File: src/rtl/tlc_pkg.sv
// Shared types and default timings for the traffic-light phase scheduler.
package tlc_pkg;

    // Light codes driven on TL_main / TL_side / TL_turn (code 3 is never used).
    typedef enum logic [1:0] {
        LIGHT_GREEN  = 2'd0,
        LIGHT_YELLOW = 2'd1,
        LIGHT_RED    = 2'd2
    } light_t;

    // Active phase codes driven on the phase output.
    typedef enum logic [1:0] {
        PHASE_MAIN = 2'd0,
        PHASE_SIDE = 2'd1,
        PHASE_TURN = 2'd2,
        PHASE_PED  = 2'd3
    } phase_t;

    // Controller states; GREEN and YELLOW apply to whichever approach phase selects.
    typedef enum logic [1:0] {
        ST_GREEN  = 2'd0,
        ST_YELLOW = 2'd1,
        ST_ALLRED = 2'd2,
        ST_WALK   = 2'd3
    } state_t;

    // Tick timer width; the timer saturates at its all-ones value.
    localparam int TIMER_W = 6;
    // Durations are compared one bit wider than the timer so timer+1 never wraps.
    localparam int LEN_W   = TIMER_W + 1;

    // Default durations, in ticks.
    localparam int DEF_G_MAIN_PEAK = 32;
    localparam int DEF_G_MAIN_OFF  = 16;
    localparam int DEF_G_SIDE_PEAK = 32;
    localparam int DEF_G_SIDE_OFF  = 16;
    localparam int DEF_G_TURN_PEAK = 16;
    localparam int DEF_G_TURN_OFF  = 8;
    localparam int DEF_Y_TIME      = 4;
    localparam int DEF_AR_TIME     = 2;
    localparam int DEF_WALK_TIME   = 8;

    // True when the tick arriving now completes an interval of len ticks.
    function automatic logic interval_done(input logic [TIMER_W-1:0] count,
                                           input logic [LEN_W-1:0]   len);
        return ({1'b0, count} + LEN_W'(1)) == len;
    endfunction

endpackage

File: src/rtl/tlc_phase_scheduler_if.sv
// Control inputs and light outputs of the phase scheduler, grouped as one bus.
interface tlc_phase_scheduler_if;

    logic       tick;
    logic       peak;
    logic       sensor1;
    logic       sensor2;
    logic       ped_req;
    logic [1:0] TL_main;
    logic [1:0] TL_side;
    logic [1:0] TL_turn;
    logic       ped_walk;
    logic [1:0] phase;

    // Environment side: drives timing/demand, observes the lights.
    modport master (
        output tick, peak, sensor1, sensor2, ped_req,
        input  TL_main, TL_side, TL_turn, ped_walk, phase
    );

    // Controller side.
    modport slave (
        input  tick, peak, sensor1, sensor2, ped_req,
        output TL_main, TL_side, TL_turn, ped_walk, phase
    );

endinterface

File: src/rtl/tlc_tick_timer.sv
// Saturating tick counter: clears on request, advances only on tick.
module tlc_tick_timer
    import tlc_pkg::*;
(
    input  logic               clk,
    input  logic               reset,
    input  logic               clear,
    input  logic               tick,
    output logic [TIMER_W-1:0] count
);

    localparam logic [TIMER_W-1:0] COUNT_MAX = '1;

    // Count ticks spent in the current interval; clear has priority over tick.
    always_ff @(posedge clk or posedge reset) begin
        // NOTE: sequential state is written with <= so every flop samples pre-edge values.
        if (reset) begin
            count <= '0;
        end else if (clear) begin
            count <= '0;
        end else if (tick && (count != COUNT_MAX)) begin
            count <= count + 1'b1;
        end
    end

endmodule

File: src/rtl/tlc_phase_scheduler.sv
// Traffic-light phase scheduler: main -> side -> turn rotation with demand
// skipping, optional pedestrian WALK, and peak/off-peak green lengths.
module tlc_phase_scheduler
    import tlc_pkg::*;
#(
    parameter int G_MAIN_PEAK = DEF_G_MAIN_PEAK,
    parameter int G_MAIN_OFF  = DEF_G_MAIN_OFF,
    parameter int G_SIDE_PEAK = DEF_G_SIDE_PEAK,
    parameter int G_SIDE_OFF  = DEF_G_SIDE_OFF,
    parameter int G_TURN_PEAK = DEF_G_TURN_PEAK,
    parameter int G_TURN_OFF  = DEF_G_TURN_OFF,
    parameter int Y_TIME      = DEF_Y_TIME,
    parameter int AR_TIME     = DEF_AR_TIME,
    parameter int WALK_TIME   = DEF_WALK_TIME
)
(
    input  logic                  clk,
    input  logic                  reset,
    tlc_phase_scheduler_if.slave  bus
);

    localparam logic [LEN_W-1:0] L_MAIN_PEAK = LEN_W'(G_MAIN_PEAK);
    localparam logic [LEN_W-1:0] L_MAIN_OFF  = LEN_W'(G_MAIN_OFF);
    localparam logic [LEN_W-1:0] L_SIDE_PEAK = LEN_W'(G_SIDE_PEAK);
    localparam logic [LEN_W-1:0] L_SIDE_OFF  = LEN_W'(G_SIDE_OFF);
    localparam logic [LEN_W-1:0] L_TURN_PEAK = LEN_W'(G_TURN_PEAK);
    localparam logic [LEN_W-1:0] L_TURN_OFF  = LEN_W'(G_TURN_OFF);
    localparam logic [LEN_W-1:0] L_YELLOW    = LEN_W'(Y_TIME);
    localparam logic [LEN_W-1:0] L_ALLRED    = LEN_W'(AR_TIME);
    localparam logic [LEN_W-1:0] L_WALK      = LEN_W'(WALK_TIME);

    // Green length of an approach for the given traffic mode.
    function automatic logic [LEN_W-1:0] green_len_for(input phase_t p, input logic pk);
        logic [LEN_W-1:0] len;
        unique case (p)
            PHASE_SIDE: len = pk ? L_SIDE_PEAK : L_SIDE_OFF;
            PHASE_TURN: len = pk ? L_TURN_PEAK : L_TURN_OFF;
            default:    len = pk ? L_MAIN_PEAK : L_MAIN_OFF;
        endcase
        return len;
    endfunction

    state_t             state_q, state_nxt;
    phase_t             phase_q, phase_nxt;
    logic [LEN_W-1:0]   glen_q;
    logic [LEN_W-1:0]   cur_len;
    logic               fresh_q;
    logic               ped_lat_q;
    logic               restart;
    logic               timer_clear;
    logic               walk_entry;
    logic               green_entry;
    logic               side_ok;
    logic               turn_ok;
    logic               main_demand;
    logic [TIMER_W-1:0] timer_count;

    light_t tl_main, tl_side, tl_turn, active_light;
    logic   ped_walk_d;

    tlc_tick_timer u_timer (
        .clk   (clk),
        .reset (reset),
        .clear (timer_clear),
        .tick  (bus.tick),
        .count (timer_count)
    );

    assign side_ok     = bus.sensor1 | bus.peak;
    assign turn_ok     = bus.sensor2 | bus.peak;
    assign main_demand = side_ok | turn_ok | ped_lat_q;

    // The first GREEN cycle samples peak; afterwards the latched length holds.
    assign cur_len = fresh_q ? green_len_for(phase_q, bus.peak) : glen_q;

    // Next-state logic: interval expiry, phase rotation with skipping, WALK insertion.
    always_comb begin
        // NOTE: every combinational output gets a default first so no path infers a latch.
        state_nxt = state_q;
        phase_nxt = phase_q;
        restart   = 1'b0;
        unique case (state_q)
            ST_GREEN: begin
                if (bus.tick && interval_done(timer_count, cur_len)) begin
                    if ((phase_q != PHASE_MAIN) || main_demand) begin
                        state_nxt = ST_YELLOW;
                    end else begin
                        restart = 1'b1;
                    end
                end
            end
            ST_YELLOW: begin
                if (bus.tick && interval_done(timer_count, L_YELLOW)) begin
                    state_nxt = ST_ALLRED;
                end
            end
            ST_ALLRED: begin
                if (bus.tick && interval_done(timer_count, L_ALLRED)) begin
                    state_nxt = ST_GREEN;
                    phase_nxt = PHASE_MAIN;
                    unique case (phase_q)
                        PHASE_MAIN: begin
                            if (side_ok) begin
                                phase_nxt = PHASE_SIDE;
                            end else if (turn_ok) begin
                                phase_nxt = PHASE_TURN;
                            end else if (ped_lat_q) begin
                                state_nxt = ST_WALK;
                                phase_nxt = PHASE_PED;
                            end
                        end
                        PHASE_SIDE: begin
                            if (turn_ok) begin
                                phase_nxt = PHASE_TURN;
                            end else if (ped_lat_q) begin
                                state_nxt = ST_WALK;
                                phase_nxt = PHASE_PED;
                            end
                        end
                        default: begin
                            if (ped_lat_q) begin
                                state_nxt = ST_WALK;
                                phase_nxt = PHASE_PED;
                            end
                        end
                    endcase
                end
            end
            default: begin
                if (bus.tick && interval_done(timer_count, L_WALK)) begin
                    state_nxt = ST_GREEN;
                    phase_nxt = PHASE_MAIN;
                end
            end
        endcase
    end

    assign timer_clear = (state_nxt != state_q) || restart;
    assign walk_entry  = (state_nxt == ST_WALK) && (state_q != ST_WALK);
    assign green_entry = (state_nxt == ST_GREEN) && ((state_q != ST_GREEN) || restart);

    // State, phase, green-length latch and pedestrian request latch.
    always_ff @(posedge clk or posedge reset) begin
        if (reset) begin
            state_q   <= ST_GREEN;
            phase_q   <= PHASE_MAIN;
            glen_q    <= L_MAIN_OFF;
            fresh_q   <= 1'b1;
            ped_lat_q <= 1'b0;
        end else begin
            state_q   <= state_nxt;
            phase_q   <= phase_nxt;
            glen_q    <= cur_len;
            fresh_q   <= green_entry;
            // A new press wins over the clear caused by entering WALK.
            ped_lat_q <= bus.ped_req | (ped_lat_q & ~walk_entry);
        end
    end

    // Light decode from registered state only, so reset reaches the lights at once.
    always_comb begin
        tl_main      = LIGHT_RED;
        tl_side      = LIGHT_RED;
        tl_turn      = LIGHT_RED;
        ped_walk_d   = 1'b0;
        active_light = LIGHT_RED;
        unique case (state_q)
            ST_GREEN:  active_light = LIGHT_GREEN;
            ST_YELLOW: active_light = LIGHT_YELLOW;
            ST_WALK:   ped_walk_d   = 1'b1;
            default:   active_light = LIGHT_RED;
        endcase
        unique case (phase_q)
            PHASE_MAIN: tl_main = active_light;
            PHASE_SIDE: tl_side = active_light;
            PHASE_TURN: tl_turn = active_light;
            default:    tl_main = LIGHT_RED;
        endcase
    end

    assign bus.TL_main  = tl_main;
    assign bus.TL_side  = tl_side;
    assign bus.TL_turn  = tl_turn;
    assign bus.ped_walk = ped_walk_d;
    assign bus.phase    = phase_q;

endmodule

File: src/flat_wrapper.sv
// flat-port wrapper written by rule: the top's interface ports become plain ports
module tlc_phase_scheduler_flat import tlc_pkg::*;
#(
    parameter int G_MAIN_PEAK = DEF_G_MAIN_PEAK,
    parameter int G_MAIN_OFF  = DEF_G_MAIN_OFF,
    parameter int G_SIDE_PEAK = DEF_G_SIDE_PEAK,
    parameter int G_SIDE_OFF  = DEF_G_SIDE_OFF,
    parameter int G_TURN_PEAK = DEF_G_TURN_PEAK,
    parameter int G_TURN_OFF  = DEF_G_TURN_OFF,
    parameter int Y_TIME      = DEF_Y_TIME,
    parameter int AR_TIME     = DEF_AR_TIME,
    parameter int WALK_TIME   = DEF_WALK_TIME
)
  (clk, reset, bus_tick, bus_peak, bus_sensor1, bus_sensor2, bus_ped_req, bus_TL_main, bus_TL_side, bus_TL_turn, bus_ped_walk, bus_phase);
  tlc_phase_scheduler_if bus_i ();
  input  logic clk;
  input  logic reset;
  input wire logic [$bits(bus_i.tick)-1:0] bus_tick;
  input wire logic [$bits(bus_i.peak)-1:0] bus_peak;
  input wire logic [$bits(bus_i.sensor1)-1:0] bus_sensor1;
  input wire logic [$bits(bus_i.sensor2)-1:0] bus_sensor2;
  input wire logic [$bits(bus_i.ped_req)-1:0] bus_ped_req;
  output wire logic [$bits(bus_i.TL_main)-1:0] bus_TL_main;
  output wire logic [$bits(bus_i.TL_side)-1:0] bus_TL_side;
  output wire logic [$bits(bus_i.TL_turn)-1:0] bus_TL_turn;
  output wire logic [$bits(bus_i.ped_walk)-1:0] bus_ped_walk;
  output wire logic [$bits(bus_i.phase)-1:0] bus_phase;
  assign bus_i.tick = bus_tick;
  assign bus_i.peak = bus_peak;
  assign bus_i.sensor1 = bus_sensor1;
  assign bus_i.sensor2 = bus_sensor2;
  assign bus_i.ped_req = bus_ped_req;
  assign bus_TL_main = bus_i.TL_main;
  assign bus_TL_side = bus_i.TL_side;
  assign bus_TL_turn = bus_i.TL_turn;
  assign bus_ped_walk = bus_i.ped_walk;
  assign bus_phase = bus_i.phase;
  tlc_phase_scheduler #(.G_MAIN_PEAK(G_MAIN_PEAK), .G_MAIN_OFF(G_MAIN_OFF), .G_SIDE_PEAK(G_SIDE_PEAK), .G_SIDE_OFF(G_SIDE_OFF), .G_TURN_PEAK(G_TURN_PEAK), .G_TURN_OFF(G_TURN_OFF), .Y_TIME(Y_TIME), .AR_TIME(AR_TIME), .WALK_TIME(WALK_TIME)) u_core (.clk(clk), .reset(reset), .bus(bus_i));
endmodule
File: config.mk
export PLATFORM = sky130hd
export DESIGN_NAME = tlc_phase_scheduler_flat
export DESIGN_NICKNAME = d
export VERILOG_FILES = /design/src/rtl/tlc_pkg.sv /design/src/rtl/tlc_phase_scheduler_if.sv /design/src/rtl/tlc_tick_timer.sv /design/src/rtl/tlc_phase_scheduler.sv /design/src/flat_wrapper.sv
export SDC_FILE = /design/constraint.sdc
export NUM_CORES = 1
export LEC_CHECK = 0
export BUFFER_PORTS_ARGS = -buffer_cell sky130_fd_sc_hd__clkbuf_2
export CAP_MARGIN = 5
export CORE_ASPECT_RATIO = 0.9
export CORE_MARGIN = 4
export CORE_UTILIZATION = 50
export CTS_BUF_LIST = sky130_fd_sc_hd__clkbuf_2 sky130_fd_sc_hd__clkbuf_4 sky130_fd_sc_hd__clkbuf_8
export CTS_CLUSTER_SIZE = 24
export DETAILED_ROUTE_END_ITERATION = 10
export GPL_TIMING_DRIVEN = 1
export PLACE_DENSITY = 0.66
export SLEW_MARGIN = 20
export SYNTH_ARGS = -nofsm -noshare
export SYNTH_HDL_FRONTEND = slang
export SYNTH_SLANG_ARGS = --single-unit
File: constraint.sdc
create_clock -name clk -period 3.16 [get_ports clk]
set_input_delay 0.474 -clock clk [delete_from_list [all_inputs] [get_ports clk]]
set_output_delay 0.474 -clock clk [all_outputs]
set_load 0.01 [all_outputs]
==> results of run 1 <==
[metal layers]
metal,global-route usage (%),vias to the layer above
met1,26.7,583
met4,4.52,0
met3,4.01,4
li1,-,618
met5,0,-
met2,28.1,29
[per-stage QoR]
stage	setup WS, ns	cell area (um2)	hold WS, ns	cells
2_1_floorplan	0.879	1420	0.424	169
3_3_place_gp	0.705	1510	0.498	215
3_5_place_dp	0.610	1510	0.497	215
4_1_cts	0.583	1530	0.275	219
5_1_grt	0.387	1530	0.305	219
6_report	0.584	1530	0.247	219
[power by group through the flow]
stage	clock [mW]	combinational [mW]	sequential, mW
floorplan	0	0.499	0.370
global placement	0	0.551	0.438
detailed placement	0	0.558	0.441
CTS	0.127	0.562	0.437
global route	0.142	0.627	0.455
finish	0.124	0.564	0.437
[final cells by class]
| type | instances | area (um2) | area share [%] |
|---|---|---|---|
| clock inverters | 1 | 5.00 | 0.327 |
| inverters | 9 | 33.8 | 2.20 |
| repair buffers | 15 | 75.1 | 4.90 |
| multi-input cells | 132 | 868 | 56.7 |
| well taps | 40 | 50.0 | 3.27 |
| flip-flops and latches | 19 | 478 | 31.2 |
| clock buffers | 3 | 22.5 | 1.47 |
[sequential cells by signal, indices dropped and copies added (netlist names)]
register,cells
u_core.ped_lat_q,1
u_core.state_q,2
u_core.glen_q,7
u_core.fresh_q,1
u_core.u_timer.count,6
u_core.bus.phase,2
[cells by family after synthesis]
family	synth area share, %
simple gates	28.4
fa+ha+maj	2.64
buf+inv	5.28
xor+xnor	5.55
compound gates	22.3
mux	2.20
flops	33.6
[synthesized netlist by cell type (2+ instances only)]
cell type,number,area (um2)
nand2b_1,8,50.1
nor3_1,2,10.0
o31ai_1,3,22.5
buf_2,3,15.0
a21oi_1,6,30.0
nor2b_1,9,56.3
xor2_1,3,26.3
inv_1,9,33.8
ha_1,3,37.5
and3_1,2,12.5
clkbuf_1,5,18.8
o22ai_1,3,18.8
nor2_1,16,60.1
a31oi_1,5,31.3
mux2i_1,2,20.0
o21ai_0,9,45.0
nand3_2,2,20.0
xnor2_1,6,52.6
dfrtp_1,17,425
nand2_1,18,67.6
or3_1,2,12.5
o211ai_1,2,15.0
and2_1,2,12.5
nand3_1,5,25.0
dfstp_2,2,52.6
nand3b_1,2,15.0
[worst min path at each step]
stage	cells after the start	slack, ns	start	end
floorplan	1	0.42	reset	u_core.bus.phase[0]$_DFFE_PP0P_
global placement	2	0.50	u_core.glen_q[6]$_DFF_PP0_	u_core.glen_q[6]$_DFF_PP0_
detailed placement	2	0.50	u_core.glen_q[6]$_DFF_PP0_	u_core.glen_q[6]$_DFF_PP0_
CTS	2	0.28	reset	u_core.u_timer.count[0]$_DFFE_PP0P_
global route	2	0.31	reset	u_core.ped_lat_q$_DFF_PP0_
finish	2	0.25	reset	u_core.ped_lat_q$_DFF_PP0_
==> Flow_metrics.wiki, run 1 <==
{| class="wikitable"
! Metric !! Value
|-
| Result of the run || completed
|-
| Clock root buffer || clkbuf_4
|-
| Primary FF master, synth || dfrtp_1
|-
| Critical Path Sink Type || flop
|-
| Met2 Routed Length || between 1000 and 1500 um
|-
| Startpoint of the worst setup timing path || u_core.u_timer.count[0]$_DFFE_PP0P_
|-
| Switching fraction of total power || 46.3%
|-
| I/O pin count || 16
|-
| Bufs on Longest Clock Path || 2
|-
| #FFs+latches synth || 19
|-
| Remaining max-slew budget at the tightest pin || 52.6%
|-
| Endpoint arrival time on the critical path || approximately 2.8 ns
|-
| Horizontal die dimension || 64.2 um
|-
| Global routing usage summed across all routing layers || 18.4%
|-
| Post-CTS Repair Setup Buffers || 0
|-
| Count of yosys warnings during synthesis || 0
|-
| Setup violation total in the final timing report || 0
|-
| Critical path, cell by cell || ha_1 -> and3_1 -> nand3_2 -> or4_4 -> a2111oi_4 -> o21ai_0
|-
| Share of total power in the clock network || 11.0%
|-
| Count of vias placed by the detailed router || 1234
|-
| Crit path launch type || flop
|-
| Slowest cell on crit path || dfrtp_1
|-
| TritonCTS clock tree || done
|-
| Number of input and output port buffers inserted || 15
|-
| Pwr dens || 734 nW/um2
|-
| Area enclosed by the die boundary || ~3800 um2
|-
| DP Wirelength || 2460 um
|-
| Initial drt markers || 63
|-
| Kind of critical path || flop to flop
|-
| First drt pass iteration count || 4
|-
| Maximum clock rate || ~390 MHz
|-
| Peak supply drop || 0.000515 V
|-
| Kind of cell adding the most delay to the critical path || simple AND/OR/NAND/NOR gates
|-
| Share of the cycle needed by the critical path after routing || roughly four fifths
|-
| Largest net degree at the start of global routing || 20
|-
| Crit path buf inv count || 0
|-
| Leakage power || 0.627 nW
|-
| Max-cap violation count || 0
|-
| Most frequent cells in the layout || nand2_1, dfrtp_1, nor2_1
|-
| Layout cell share with drive strength beyond 1 || 16.2%
|-
| Setup clock skew after layout || 0.00735 ns
|-
| Post-synthesis cell count || 169
|-
| Count of pins over their slew limit || 0
|-
| Class of the worst hold path || input port to async pin
|-
| Met3 wirelength from detailed routing || ~140 um
|-
| Final antenna diode count || 0
|-
| Remaining global-route overflow || 0
|-
| Peak fanout along the critical path || 9
|-
| Num rows || 18
|-
| Number of unique standard cell types used by synthesis || 49
|-
| Beginning of the worst register-to-register path || u_core.u_timer.count[0]$_DFFE_PP0P_
|-
| Area added between synthesis and finish || 7.83%
|-
| Required time at the endpoint of the critical path || 3.34 ns
|-
| Die Y || just under 60 um
|-
| Worst-case register-to-register setup slack || between 0.5 and 0.6 ns
|-
| Share of total power in combinational logic || 50.1%
|-
| Number of stages on the worst setup path || 6
|-
| Effective utilization at floorplan || 52.2%
|-
| End of the critical path || u_core.u_timer.count[1]$_DFFE_PP0P_
|-
| Number of instances resized during post-cts repair || 0
|-
| Core Box Area || 2730 um2
|-
| RSZ-0062 raised after global routing || false
|-
| Top routing layer used || met4
|-
| Switching power || 521 uW
|-
| Via count of the first global-routing pass || 1097
|-
| DRC violation count after routing || 0
|-
| Leading cell type in the layout, fill and taps excluded || nand2_1
|-
| Number of CTS-inserted buffers || 3
|-
| Worst Max-Slew Pin Slew || roughly 0.71 ns
|-
| Count of nets left with antenna violations after detail routing || 0
|-
| Number of antenna violations at the first check in global routing || 0
|-
| Final critical-path required period || 2.58 ns
|-
| First-pass GRT wire length || 5400 um
|-
| Register-to-Register Path Depth || 6
|-
| Number of enable-type register cells in the synthesized netlist || 0
|-
| RD Place Congestion || around 0.86
|-
| Hold buffer count at cts || 0
|-
| Syn Std Cell Area || around 1400 um2
|-
| H-Tree Depth || 1
|-
| Total detailed-routing wirelength || 3150 um
|-
| Fraction of the yosys area taken by sequential cells || about a third
|-
| Async set or reset register ratio after synthesis || 100%
|-
| Post-synth net total || 179
|-
| M1 wire length || roughly 1500 um
|-
| Clock-pin slew reported for the worst setup and hold paths after clock tree synthesis || 0.11 ns
|-
| Cell Int Power || 604 uW
|-
| Detail-routed net length per standard cell || 14.4 um
|-
| Total power consumption of the routed design || between 1 and 1.5 mW
|-
| Filler Cell Count || 261
|-
| Worst r2r dst || u_core.u_timer.count[1]$_DFFE_PP0P_
|-
| Final Hold Vio Count || 0
|-
| Number of vias per cell || 5.63
|-
| Nets || 190
|-
| Sequential power share || 38.8%
|-
| Insertion delay to the later sink of the worst-skew pair || 0.31 ns
|-
| Clock sinks || 19
|-
| Largest incremental delay on the critical path || about 0.56 ns
|-
| Sum of negative setup slack || 0 ns
|-
| Core occupancy in the finished layout || 56.2%
|-
| Post-Syn Area per Cell || 8.41 um2
|}
Power figures use the tool's default switching activity.
==> run 2, diff against run 1 <==
--- a/config.mk
+++ b/config.mk
@@ -14,7 +14,7 @@
 export CTS_CLUSTER_SIZE = 24
 export DETAILED_ROUTE_END_ITERATION = 10
 export GPL_TIMING_DRIVEN = 1
-export PLACE_DENSITY = 0.66
+export PLACE_DENSITY = 0.69
 export SLEW_MARGIN = 20
 export SYNTH_ARGS = -nofsm -noshare
 export SYNTH_HDL_FRONTEND = slang
==> constraint.sdc (replaced) <==
create_clock -name clk -period 2.13 [get_ports clk]
set_input_delay 0.3195 -clock clk [delete_from_list [all_inputs] [get_ports clk]]
set_output_delay 0.3195 -clock clk [all_outputs]
set_load 0.01 [all_outputs]
==> run 2 against run 1 <==
The run now ends with setup timing left. Clock skew rose by 0.0022 ns. Hold slack worse by 0.14 ns. Non-clock buffer count is 26 higher.
==> Flow_metrics.wiki, run 2 (synthesis results as in run 1) <==
{| class="wikitable"
! Metric !! Value
|-
| Endpoint arrival time on the critical path || 2.39 ns (-0.37 ns)
|-
| Leakage power || 0.775 nW (+24%)
|-
| Setup violation total in the final timing report || 6 (+6)
|-
| Setup clock skew after layout || 0.00953 ns (+0.00218 ns)
|-
| Maximum clock rate || 459 MHz (+18%)
|-
| Registers with the most flip-flops || u_core.glen_q: 7 flops, u_core.u_timer.count: 6 flops
|-
| Cell area after layout || 1880 um2 (+22%)
|-
| Worst Slack Setup Final || -0.0471 ns (-0.631 ns)
|-
| Bufs on Longest Clock Path || 2 (unchanged)
|-
| Nets || 216 (+14%)
|-
| Max-cap violation count || 0 (unchanged)
|-
| First drt pass iteration count || 5 (+1)
|-
| DRC violation count after routing || 0 (unchanged)
|-
| Filler Cell Count || 212 (-19%)
|-
| H-Tree Depth || 1 (unchanged)
|-
| Area occupied by multi-input gates || 1010 um2 (+17%)
|-
| Initial drt markers || 99 (+57%)
|-
| Met2 Routed Length || 1950 um (+33%)
|-
| Pwr dens || 1140 nW/um2 (+56%)
|-
| Area added between synthesis and finish || 32.0%
|-
| Number of antenna violations at the first check in global routing || 0 (unchanged)
|-
| Share of the cycle needed by the critical path after routing || 102% (+21 points)
|-
| Top routing layer used || met4
|-
| Peak supply drop || 0.000677 V (+31%)
|-
| Met3 wirelength from detailed routing || 163 um (+20%)
|-
| Kind of cell adding the most delay to the critical path || compound AO/OA/AOI/OAI gates
|-
| Required time at the endpoint of the critical path || 2.34 ns (-1.00 ns)
|-
| Detail-routed net length per standard cell || 15.6 um (+8.0%)
|-
| Leading cell type in the layout, fill and taps excluded || buf_4
|-
| Worst Max-Slew Pin Slew || 0.757 ns (+0.0472 ns)
|-
| Largest incremental delay on the critical path || 0.48 ns (-0.08 ns)
|-
| Clock sinks || 19 (unchanged)
|-
| Sequential cell area || 479 um2 (+0.26%)
|-
| Clock-pin slew reported for the worst setup and hold paths after clock tree synthesis || 0.12 ns (about the same)
|-
| RD Place Congestion || 0.822 (-4.9%)
|-
| Final antenna diode count || 0 (unchanged)
|-
| Num rows || 18 (unchanged)
|-
| TritonCTS clock tree || done
|-
| Area enclosed by the die boundary || 3760 um2 (unchanged)
|-
| Count of pins over their slew limit || 0 (unchanged)
|-
| Global routing usage summed across all routing layers || 21.2% (+2.8 points)
|-
| Number of input and output port buffers inserted || 15 (unchanged)
|-
| Crit path launch type || flop
|-
| Register with the most flip-flops || u_core.glen_q
|-
| Crit path buf inv count || 2 (+2)
|-
| Clock root buffer || clkbuf_4
|-
| Slowest cell on crit path || dfrtp_2
|-
| DP Wirelength || 2710 um (+10%)
|-
| Final Hold Vio Count || 0 (unchanged)
|-
| I/O pin count || 16 (unchanged)
|-
| Remaining global-route overflow || 0 (unchanged)
|-
| Result of the run || finished with violations
|-
| DP Cell Count || 239 (+11%)
|-
| Peak fanout along the critical path || 7 (-2)
|-
| Placed standard-cell area || 1710 um2 (+14%)
|-
| First-pass GRT wire length || 6220 um (+15%)
|-
| Total power consumption of the routed design || 2.15 mW (+91%)
|-
| Number of vias per cell || 5.69 (+0.91%)
|-
| Core Box Area || 2730 um2 (unchanged)
|-
| M1 wire length || 1630 um (+6.9%)
|-
| Most frequent cells in the layout || buf_4, nand2_1, dfrtp_1
|-
| Non-filler cells in the finished layout || 245 (+12%)
|-
| Number of flip-flops in the largest register || 7 (unchanged)
|-
| Total detailed-routing wirelength || 3810 um (+21%)
|-
| Failing checks || setup timing
|-
| Remaining max-slew budget at the tightest pin || 49.5% (-3.1 points)
|-
| Die Y || 58.6 um (unchanged)
|-
| Critical path, cell by cell || ha_4 -> buf_4 -> nand3_1 -> nor2_1 -> mux2_2 -> o22ai_4 -> a2111oi_4 -> buf_6 -> o41ai_2
|-
| Number of CTS-inserted buffers || 3 (unchanged)
|-
| Count of vias placed by the detailed router || 1393 (+13%)
|-
| Horizontal die dimension || 64.2 um (unchanged)
|-
| Final critical-path required period || 2.18 ns (-0.399 ns)
|-
| Effective utilization at floorplan || 52.2% (unchanged)
|-
| Kind of critical path || flop to flop
|-
| Layout cell share with drive strength beyond 1 || 36.1% (+20 points)
|-
| Count of nets left with antenna violations after detail routing || 0 (unchanged)
|-
| Via count of the first global-routing pass || 1362 (+24%)
|-
| Critical Path Sink Type || flop
|-
| Insertion delay to the later sink of the worst-skew pair || 0.31 ns (about the same)
|-
| Class of the worst hold path || input port to async pin
|-
| RSZ-0062 raised after global routing || true
|-
| Largest net degree at the start of global routing || 20 (unchanged)
|}
## run 2: cell types whose count changed in the layout (fill, tap and decap cells not counted), sizes merged
| cell | previous run | this run |
|---|---|---|
| buf | 0 | 26 |
## run 2: metal layers
metal	GRT usage [%]	vias up
li1	-	669
met1	26.2	673
met4	7.23	0
met5	0	-
met3	4.96	10
met2	36.7	41
## run 2: report_power, final
| part | switching [mW] | leakage, nW | total (mW) | internal, mW |
|---|---|---|---|---|
| clock network | 0.121 | 0.0177 | 0.191 | 0.0701 |
| logic | 0.734 | 0.516 | 1.38 | 0.645 |
| registers | 0.115 | 0.242 | 0.578 | 0.463 |
| total | 0.970 | 0.775 | 2.15 | 1.18 |
## run 2: worst register-to-register path, delay by kind of cell, from the launching register on
family | cells | cell delay [ns]
DFF | 1 | 0.48
adders and majority gates | 1 | 0.18
and+or+nand+nor | 2 | 0.19
buffers and inverters | 2 | 0.31
muxes | 1 | 0.30
AOI/OAI and AO/OA | 3 | 0.61
## run 2: worst paths after layout
check / startpoint / endpoint / slack, ns / cells after the start
setup / recovery: u_core.u_timer.count[0]$_DFFE_PP0P_ / u_core.u_timer.count[3]$_DFFE_PP0P_ / -0.05 / 9
hold / removal: reset / u_core.glen_q[3]$_DFF_PP0_ / 0.10 / 2
setup reg to reg: u_core.u_timer.count[0]$_DFFE_PP0P_ / u_core.u_timer.count[3]$_DFFE_PP0P_ / -0.05 / 9
hold reg to reg: u_core.glen_q[6]$_DFF_PP0_ / u_core.glen_q[6]$_DFF_PP0_ / 0.56 / 2
max in group asynchronous: reset / u_core.u_timer.count[0]$_DFFE_PP0P_ / 1.51 / 2
min in group clk: bus_ped_req / u_core.ped_lat_q$_DFF_PP0_ / 0.19 / 2
## run 2: area by class of cell
| class | count | share of cell area, % |
|---|---|---|
| Sequential cell | 19 | 25.5 |
| Tap cell | 40 | 2.67 |
| Timing Repair Buffer | 41 | 14.6 |
| Clock inverter | 1 | 0.267 |
| Clock buffer | 3 | 1.20 |
| Multi-Input combinational cell | 132 | 53.9 |
| Inverter | 9 | 1.80 |
## run 2: what timing repair did
action	in CTS	in global routing
buffers inserted	2	0
gates resized for setup	9	18
hold buffers	0	0
pin swaps	4	6
endpoints found under the setup margin	8	11
## run 2: through the flow
step	worst slack [ns]	TNS, ns	hold slack [ns]	utilization, %
final	-0.0471	-0.115	0.105	68.9
after global routing	-0.167	-1.17	0.153	68.9
after CTS	-0.0347	-0.0537	0.129	65.4
after detailed placement	-0.145	-0.817	0.472	62.8
after global placement	-0.105	-0.201	0.435	62.8
after floorplan	0.00499	0	0.269	-
